$ cat src/rtl/pdm_pkg.sv
// ----------------------------------------------------------------------------
// Module   : pdm_pkg
// Purpose  : Shared state type and default sizing for the pulse delay meter.
// Revision : 1.0
// ----------------------------------------------------------------------------
`default_nettype none

package pdm_pkg;

   typedef enum logic [1:0] {
      IDLE  = 2'd0,
      ARMED = 2'd1,
      DONE  = 2'd2
   } pdm_state_t;

   localparam int          c_cnt_w_dflt   = 35;
   localparam int unsigned c_timeout_dflt = 200000000;

endpackage

`default_nettype wire

$ cat src/rtl/pdm_edge_sync.sv
// ----------------------------------------------------------------------------
// Module   : pdm_edge_sync
// Purpose  : Multi-stage synchronizer followed by a one-cycle rising-edge detector.
// Revision : 1.0
// ----------------------------------------------------------------------------
`default_nettype none

module pdm_edge_sync #(
   parameter int SYNC_STAGES = 2
) (
   input  logic clk_pdm,
   input  logic rst_n,
   input  logic async_in,
   output logic edge_det
);

   logic [SYNC_STAGES-1:0] r_sync;
   logic                   r_prev;
   logic [SYNC_STAGES:0]   r_prime;

   // r_prime fills with ones after reset so a level already high at release never looks like an edge
   always_ff @(posedge clk_pdm or negedge rst_n) begin
      if (!rst_n) begin
         r_sync  <= '0;
         r_prev  <= 1'b0;
         r_prime <= '0;
      end else begin
         r_sync  <= {r_sync[SYNC_STAGES-2:0], async_in};
         r_prev  <= r_sync[SYNC_STAGES-1];
         r_prime <= {r_prime[SYNC_STAGES-1:0], 1'b1};
      end
   end

   assign edge_det = r_sync[SYNC_STAGES-1] & ~r_prev & r_prime[SYNC_STAGES];

endmodule

`default_nettype wire

$ cat src/rtl/pulse_delay_meter.sv
// ----------------------------------------------------------------------------
// Module   : pulse_delay_meter
// Purpose  : Counts clk_pdm cycles from a start edge to a stop edge, with timeout.
// Revision : 1.0
// ----------------------------------------------------------------------------
`default_nettype none

module pulse_delay_meter
   import pdm_pkg::*;
#(
   parameter int          CNT_W       = c_cnt_w_dflt,
   parameter int unsigned TIMEOUT     = c_timeout_dflt,
   parameter int          SYNC_STAGES = 2
) (
   input  logic             clk_pdm,
   input  logic             rst_n,
   input  logic             start_in,
   input  logic             stop_in,
   output logic [CNT_W-1:0] meas,
   output logic             meas_valid,
   output logic             timeout,
   output logic             busy
);

   localparam logic [CNT_W-1:0] c_timeout = CNT_W'(TIMEOUT);

   logic             w_start_det;
   logic             w_stop_det;
   pdm_state_t       r_state;
   logic [CNT_W-1:0] r_cnt;
   logic [CNT_W-1:0] r_meas;
   logic             r_meas_valid;
   logic             r_timeout;
   logic             r_busy;

   // Identical paths on both inputs keep the measured interval unbiased
   pdm_edge_sync #(.SYNC_STAGES(SYNC_STAGES)) u_start_sync (
      .clk_pdm  (clk_pdm),
      .rst_n    (rst_n),
      .async_in (start_in),
      .edge_det (w_start_det)
   );

   pdm_edge_sync #(.SYNC_STAGES(SYNC_STAGES)) u_stop_sync (
      .clk_pdm  (clk_pdm),
      .rst_n    (rst_n),
      .async_in (stop_in),
      .edge_det (w_stop_det)
   );

   always_ff @(posedge clk_pdm or negedge rst_n) begin
      if (!rst_n) begin
         r_state      <= IDLE;
         r_cnt        <= '0;
         r_meas       <= '0;
         r_meas_valid <= 1'b0;
         r_timeout    <= 1'b0;
         r_busy       <= 1'b0;
      end else begin
         r_meas_valid <= 1'b0;
         r_timeout    <= 1'b0;
         case (r_state)
            IDLE: begin
               if (w_start_det) begin
                  r_state <= ARMED;
                  r_cnt   <= CNT_W'(1);
                  r_busy  <= 1'b1;
               end
            end
            ARMED: begin
               // Stop is checked first so a stop on the last counted cycle still yields a result
               if (w_stop_det) begin
                  r_state      <= DONE;
                  r_meas       <= r_cnt;
                  r_meas_valid <= 1'b1;
                  r_busy       <= 1'b0;
               end else if (r_cnt == c_timeout) begin
                  r_state   <= IDLE;
                  r_cnt     <= '0;
                  r_timeout <= 1'b1;
                  r_busy    <= 1'b0;
               end else begin
                  r_cnt <= r_cnt + CNT_W'(1);
               end
            end
            DONE: begin
               r_state <= IDLE;
               r_cnt   <= '0;
            end
            default: begin
               r_state <= IDLE;
               r_cnt   <= '0;
               r_busy  <= 1'b0;
            end
         endcase
      end
   end

   assign meas       = r_meas;
   assign meas_valid = r_meas_valid;
   assign timeout    = r_timeout;
   assign busy       = r_busy;

endmodule

`default_nettype wire

$ cat config.mk
export PLATFORM = sky130hd
export DESIGN_NAME = pulse_delay_meter
export DESIGN_NICKNAME = d
export VERILOG_FILES = /design/src/rtl/pdm_pkg.sv /design/src/rtl/pdm_edge_sync.sv /design/src/rtl/pulse_delay_meter.sv
export SDC_FILE = /design/constraint.sdc
export NUM_CORES = 1
export LEC_CHECK = 0
export CORE_MARGIN = 5
export CORE_UTILIZATION = 55
export CTS_BUF_LIST = sky130_fd_sc_hd__clkbuf_16
export DETAILED_ROUTE_END_ITERATION = 6
export GPL_ROUTABILITY_DRIVEN = 0
export PLACE_DENSITY = 0.86
export SLEW_MARGIN = 20
export SYNTH_ARGS = -nofsm -noshare
export SYNTH_HDL_FRONTEND = slang
export SYNTH_SLANG_ARGS = --single-unit
$ cat constraint.sdc
create_clock -name clk_pdm -period 2.5 [get_ports clk_pdm]
set_clock_uncertainty 0.15 [all_clocks]
set_input_delay 0.375 -clock clk_pdm [delete_from_list [all_inputs] [get_ports clk_pdm]]
set_output_delay 0.375 -clock clk_pdm [all_outputs]
set_load 0.005 [all_outputs]
==> metrics list, run 1 <==
- First-iteration detailed-routing DRC count: 126
- In this run the register-to-register setup slack is about 96 ps.
- Layout-stage area growth over the synthesis result: 22.2%
* Insertion delay of the later-clocked pin in the worst-skew pair: approximately 330 ps
* Largest net degree at the start of global routing: between 40 and 50
* RSZ-0062 raised after global routing: no
- VDD sags by at most approximately 0.46 mV.
- Die area: between 8000 and 9000 um2
- Launching element type of the critical path: register
- Detailed placement ended at an HPWL of 4.88 mm.
- Class of the most critical setup path: register to register
- The min-delay analysis places its worst path in the category register to register.
- In the final routed layout, each cell accounts on average for between 15 and 20 um.
- Final clock period utilization by the worst path: between 90 and 100%
- Count of pins over their slew limit: 0
* Number of synthesized register bits: 84
- Netlist area before placement: 3670 um2
* Headroom to the max-slew limit: roughly 59%
* Peak fanout along the critical path: 14
- When the netlist entered floorplanning its net count stood at 319.
* Post-synthesis cell count: between 300 and 400
- TritonCTS clock tree: done
- GRT Total Usage: 19.1%
* Number of top-level pins: between 40 and 50
* FP Rows: 29
- Max Cap Violations: 0
- Filler cell count: between 400 and 500
- Antenna Cells: 0
* H-tree levels: 3
- Setup fix buffers added after clock tree synthesis: 0
- RR Startpoint: r_cnt[5]
- For this run the aggregate overflow at the end of global routing stands at 0.
- In the final design database the tool counted 366 nets.
- Number of global-route vias before repair: approximately 2.7k
- Die Width: slightly above 90 um
- Average cell area after synthesis: around 12 um2
- Distinct cells, synth: 41
* Status: completed
* Pwr dens: 682 nW/um2
- Std-Cell Core Area: roughly 6400 um2
- CTS max path bufs: 2
* Kind of capture point of the worst setup path: register
- Multi-input logic area: around 1500 um2
* Leak: ~1.9 nW
- Setup violations remaining at the end of the flow were counted as 0.
- For this run, the share of the core covered by cells in the final layout is a little over two thirds.
- Post-route ant nets: 0
- Sequential element share of the synthesized area: a little under three fifths
- After detailed routing, the number of remaining DRC violations is 0.
- Post-synth ARST share: 100%
* Clock root buffer master: sky130_fd_sc_hd__clkbuf_16
- Final Routed Wirelength: 7.32 mm
- The slowest stage of the critical path belongs to the cell sky130_fd_sc_hd__or4_1.
* TritonCTS buffer count: 9
- R2r worst-path depth: 5
- Sorting the synthesized cells by area gives the leading types as sky130_fd_sc_hd__dfrtp_1 57%, sky130_fd_sc_hd__mux2_2 11%, sky130_fd_sc_hd__xnor2_1 4.8%, sky130_fd_sc_hd__nor2_1 2.8%, sky130_fd_sc_hd__a21oi_1 1.9%.
* End of the critical path: r_cnt[29]
- Clock sink count: 84
- Static timing analysis puts the maximum clock frequency at 0.416 GHz.
* Number of warnings printed during yosys synthesis: 0
* Overall via count from detail_route: 2594
* First element of the critical path: r_cnt[5]
* Cell breakdown of the critical path: and4_2 -> nand4_4 -> or2_4 -> or4_1 -> a21oi_1
- Count of TritonRoute iterations in the first routing pass: 4
* Wire length of the first global-routing pass: between 10 and 15 mm
- Clock-pin slew was measured on the worst setup and hold paths at 60 ps.
- Most used standard cell by instance count after synthesis: sky130_fd_sc_hd__dfrtp_1
- For the final routed database, the setup TNS stands at 0 ps.
* Number of enable-type register cells in the synthesized netlist: 0
- Die height: around 90 um
- In the synthesized netlist the dominant register cell turns out to be sky130_fd_sc_hd__dfrtp_1.
* CP peak stage delay: approximately 520 ps
- Once the floorplan was initialized, standard cells occupied 57.2% of the core.
* Worst EP arrival: roughly 2500 ps
* Post-route minimum period: roughly 2400 ps
- Library cell with the largest summed area after synthesis: sky130_fd_sc_hd__dfrtp_1
- In the synthesized netlist, the cells that appear most often are 84 x sky130_fd_sc_hd__dfrtp_1, 35 x sky130_fd_sc_hd__mux2_2, 27 x sky130_fd_sc_hd__nor2_1.
- Registers take 2100 um2.
* Initial antenna violation count: 0
- In the routed layout, each cell is associated on average with a via count of ~6.
* Crit Reg-Reg Endpoint: r_cnt[29]
* Share of the synthesized area in the top cell type: roughly 57%
- Quantity of I/O buffers inserted on ports: around 40
- Hold Violations, Final: 0
- Transition time of the tightest slew-check pin: between 600 and 700 ps
- Fraction of layout instances using a drive strength above 1: 19.8%
- Worst path required time: around 2600 ps
[power breakdown]
group / switching, mW / internal (mW)
combinational: 0.211 / 0.183
clock: 0.513 / 0.666
sequential: 0.0657 / 1.42
total: 0.790 / 2.27
[what timing repair did]
action / in CTS / in global routing
gates resized for setup: 0 / 2
endpoints found under the hold margin: 36 / 0
endpoints found under the setup margin: 0 / 14
hold buffers: 1 / 0
[worst min path at each step]
stage / from / end / cells past startpoint
final: u_stop_sync.r_prime[0] / u_stop_sync.r_prime[1] / 0
after global routing: u_stop_sync.r_prime[1] / u_start_sync.r_prime[2] / 0
after CTS: u_start_sync.r_sync[0] / u_start_sync.r_sync[1] / 0
after detailed placement: u_stop_sync.r_prime[1] / u_start_sync.r_prime[2] / 0
after global placement: u_stop_sync.r_prime[0] / u_stop_sync.r_prime[1] / 0
after floorplan: rst_n / busy / 0
[through the flow]
stage	worst slack, ps	power [mW]	area (um2)	instances	hold WS, ps
floorplan	326	1.72	3670	313	-70.6
global placement	230	1.90	4200	425	183
detailed placement	166	1.91	4200	425	185
CTS	90.9	3.09	4480	441	199
global route	6.81	3.19	4490	441	206
finish	95.5	3.06	4490	441	196
[kinds of logic (layout without fill, tap and decap cells)]
kind of cell             count (synthesis)  in the layout  share of synthesized area (%)
AO/OA/AOI/OAI                           32             32                           5.69
adder cells (fa/ha/maj)                  2              2                          0.681
XOR/XNOR                                21             21                           5.01
AND/OR/NAND/NOR                        110            110                           17.0
multiplexers                            36             36                           11.0
flip-flops                              84             84                           57.2
buffers and inverters                   27             78                           3.34
other                                    1              1                          0.102
[per-layer routing]
layer  GRT usage [%]  wire [um]  part of all wire, %
met5               0          0                    0
met4            8.04        128                  1.7
met1            25.8       3270                   45
met3            4.17        374                  5.1
met2            30.1       3550                   48
[sequential cells by signal (all words and copies together) (netlist names), 2 cells and up]
name,flops
r_cnt,35
meas,35
r_state,2
u_stop_sync.r_prime,2
u_start_sync.r_sync,2
u_stop_sync.r_sync,2
[critical path, delay by kind of cell, from the launching register on]
kind | cells | cell delay, ps
and+or+nand+nor | 4 | 1480
DFF | 1 | 490
AOI/OAI and AO/OA | 1 | 210
[cell usage in the layout (no fill, tap or decap), types with 2 or more instances in the layout]
| cell type | instances |
|---|---|
| sky130_fd_sc_hd__a21oi_1 | 14 |
| sky130_fd_sc_hd__and4_1 | 4 |
| sky130_fd_sc_hd__buf_12 | 2 |
| sky130_fd_sc_hd__buf_4 | 9 |
| sky130_fd_sc_hd__clkbuf_16 | 9 |
| sky130_fd_sc_hd__clkdlybuf4s50_1 | 40 |
| sky130_fd_sc_hd__clkinvlp_4 | 2 |
| sky130_fd_sc_hd__dfrtp_1 | 84 |
| sky130_fd_sc_hd__ha_1 | 2 |
| sky130_fd_sc_hd__inv_1 | 11 |
| sky130_fd_sc_hd__mux2_2 | 35 |
| sky130_fd_sc_hd__nand2_1 | 11 |
| sky130_fd_sc_hd__nand3_1 | 11 |
| sky130_fd_sc_hd__nand3b_1 | 3 |
| sky130_fd_sc_hd__nand4_1 | 7 |
| sky130_fd_sc_hd__nor2_1 | 26 |
| sky130_fd_sc_hd__nor3_1 | 10 |
| sky130_fd_sc_hd__nor4_1 | 11 |
| sky130_fd_sc_hd__nor4b_1 | 2 |
| sky130_fd_sc_hd__o21ai_0 | 3 |
| sky130_fd_sc_hd__o31ai_1 | 7 |
| sky130_fd_sc_hd__o32ai_1 | 2 |
| sky130_fd_sc_hd__or2_2 | 4 |
| sky130_fd_sc_hd__or3_1 | 4 |
| sky130_fd_sc_hd__or4_1 | 8 |
| sky130_fd_sc_hd__xnor2_1 | 20 |
[final cells by class]
class                   count  area share [%]
flip-flops and latches     84            46.8
multi-input cells         202            32.6
repair buffers             52            11.5
clock buffers               9            5.02
well taps                  77            2.15
clock inverters             6           0.920
inverters                  11           0.920
Power figures use the tool's default switching activity.
==> run 2, diff against run 1 <==
SETUP_SLACK_MARGIN = 0.3   (was unset)
==> run 2 against run 1 <==
Register-to-register slack better by 140 ps. Non-clock buffer count up 12. Sequential power about the same. Setup slack improved by 140 ps. Die area did not move. Critical endpoint is now r_cnt[34].
==> metrics list, run 2 (synthesis results as in run 1) <==
* Status: completed
- The number of rows in the core area came to 29 (unchanged).
- Largest net degree at the start of global routing: 49 (unchanged)
* Die Width: 91.7 um (unchanged)
* # nets final: 378 (+3.3%)
- Final clock period utilization by the worst path: 90.7% (-5.5 points)
- The die boundary height is 91.7 um (unchanged).
* Clock root buffer master: sky130_fd_sc_hd__clkbuf_16
- TritonCTS buffer count: 9 (unchanged)
- The worst setup path is of the register to register kind.
* Antenna Cells: 0 (unchanged)
- The starting density of the core came to 57.2% (unchanged).
- End-of-flow core utilization: 73.4% (+3.5 points)
* Count of TritonRoute iterations in the first routing pass: 4 (unchanged)
- The worst voltage drop across the vdd grid was 0.381 mV (-17%).
- Launching element type of the critical path: register
- CTS max path bufs: 2 (unchanged)
- Wire length of the first global-routing pass: 13.7 mm (+6.4%)
* Worst path required time: 2560 ps (-40 ps)
* Kind of capture point of the worst setup path: register
- Final-report setup violation count: 0 (unchanged)
- Std-Cell Core Area: 6420 um2 (unchanged)
- The final count of pins violating max slew is 0 (unchanged).
- H-tree levels: 3 (unchanged)
* Leading cell types in the layout, fill and taps excluded: 77 x sky130_fd_sc_hd__dfrtp_1, 40 x sky130_fd_sc_hd__clkdlybuf4s50_1, 35 x sky130_fd_sc_hd__mux2_2
- Final Routed Wirelength: 8.12 mm (+11%)
* Final HPWL DP: 4.88 mm (unchanged)
- Die area: 8410 um2 (unchanged)
- The via count of the first global-routing pass was 2766 (+4.1%).
* Initial antenna violation count: 0 (unchanged)
* Final setup TNS: 0 ps (unchanged)
* Hold Violations, Final: 0 (unchanged)
- Number of top-level pins: 42 (unchanged)
* Transition time of the tightest slew-check pin: 591 ps (-19.7 ps)
* RSZ-0062 raised after global routing: yes
* Clock sink count: 84 (unchanged)
* Register clock-pin slew on the reported worst setup and hold paths: 60 ps (about the same)
- Drt via density: 6.03 (+2.5%)
* TritonCTS clock tree: done
- Post-route minimum period: 2270 ps (-136 ps)
- The post-detailed-route count of antenna-violating nets is 0 (unchanged).
* Insertion delay of the later-clocked pin in the worst-skew pair: 330 ps (about the same)
* DRC violations left: 0 (unchanged)
* Peak fanout along the critical path: 8 (-6)
- Most common cell after layout, fill and taps aside: sky130_fd_sc_hd__dfrtp_1
- The cell area reported after detailed placement was 4200 um2 (unchanged).
- Headroom to the max-slew limit: 60.2% (+1.3 points)
- Fraction of layout instances using a drive strength above 1: 26.6% (+6.8 points)
- The per-cell routed wire length was 17.9 um (+8.0%).
- The standby leakage power came to 2.01 nW (+4.7%).
* Summed area of non-filler cells in the final layout: 4710 um2 (+5.0%)
- The power per standard cell area is 701 nW/um2 (+2.7%).
- The count of vias placed by the detailed router is 2730 (+5.2%).
- GRT Total Usage: 20.4% (+1.3 points)
* First-iteration detailed-routing DRC count: 178 (+41%)
- GR Overflow Total: 0 (unchanged)
- Quantity of I/O buffers inserted on ports: 41 (unchanged)
- The maximum frequency from static timing analysis was 0.441 GHz (+6.0%).
- The arrival time of the worst setup path came to 2330 ps (-170 ps).
- Max Cap Violations: 0 (unchanged)
* Hold Crit Class: register to register
* Layout-stage area growth over the synthesis result: 28.3%
-- run 2: cell count changes in the layout (fill, tap and decap cells not counted), sizes merged --
cell / before / now
bufbuf: 0 / 1
clkbuf: 9 / 10
buf: 11 / 21
-- run 2: path summary, 6_finish.rpt --
path | start | end | slack [ps] | cells after the start
hold / removal | u_stop_sync.r_prime[1] | u_start_sync.r_prime[2] | 200 | 0
setup reg to reg | r_cnt[1] | r_cnt[34] | 230 | 8
hold reg to reg | u_stop_sync.r_prime[1] | u_start_sync.r_prime[2] | 200 | 0
max in group asynchronous | rst_n | r_cnt[0] | 1170 | 3
min in group asynchronous | rst_n | meas[1] | 400 | 2
setup / recovery | r_cnt[1] | r_cnt[34] | 230 | 8
-- run 2: what timing repair did --
| action | CTS | global route |
|---|---|---|
| setup buffers | 6 | 3 |
| hold endpoints to repair | 36 | 0 |
| endpoints found under the setup margin | 34 | 34 |
| hold buffers | 1 | 0 |
| resized for setup | 16 | 7 |
| cloned | 2 | 1 |
| pin swaps | 4 | 2 |
-- run 2: critical path, stage by stage, from the launching register on --
cell and delay, ps:
sky130_fd_sc_hd__dfrtp_2 450, sky130_fd_sc_hd__inv_1 80, sky130_fd_sc_hd__ha_1 150, sky130_fd_sc_hd__nor4b_4 190, sky130_fd_sc_hd__nand4_1 160, sky130_fd_sc_hd__or3_4 390
sky130_fd_sc_hd__a31oi_4 230, sky130_fd_sc_hd__bufbuf_16 300, sky130_fd_sc_hd__a21oi_1 40
-- run 2: power by group --
part           internal [mW]  switching, mW
Sequential              1.43         0.0738
Clock                  0.666          0.520
Combinational          0.344          0.272
-- run 2: through the flow --
| step | cells | hold slack [ps] | power, mW | worst slack, ps |
|---|---|---|---|---|
| after floorplan | 313 | -70.6 | 1.72 | 326 |
| after global placement | 425 | 183 | 1.90 | 230 |
| after detailed placement | 425 | 185 | 1.91 | 166 |
| after CTS | 449 | 199 | 3.22 | 294 |
| after global routing | 453 | 206 | 3.42 | 113 |
| final | 453 | 198 | 3.30 | 232 |
-- run 2: layout make-up --
cell class | instances | area [um2]
fill | 392 | 1710
clock inverter | 6 | 41.3
multi-input combinational | 202 | 1520
clock buffer | 9 | 225
timing repair buffer | 64 | 674
tap | 77 | 96.3
sequential | 84 | 2110
inverter | 11 | 41.3
-- run 2: metal layers --
metal / track usage, % / vias up / routed length, um
met5: 0 / - / 0
met4: 9.03 / 0 / 199
met3: 4.58 / 19 / 477
met2: 33.2 / 105 / 4030
met1: 26.4 / 1370 / 3420
li1: - / 1236 / -
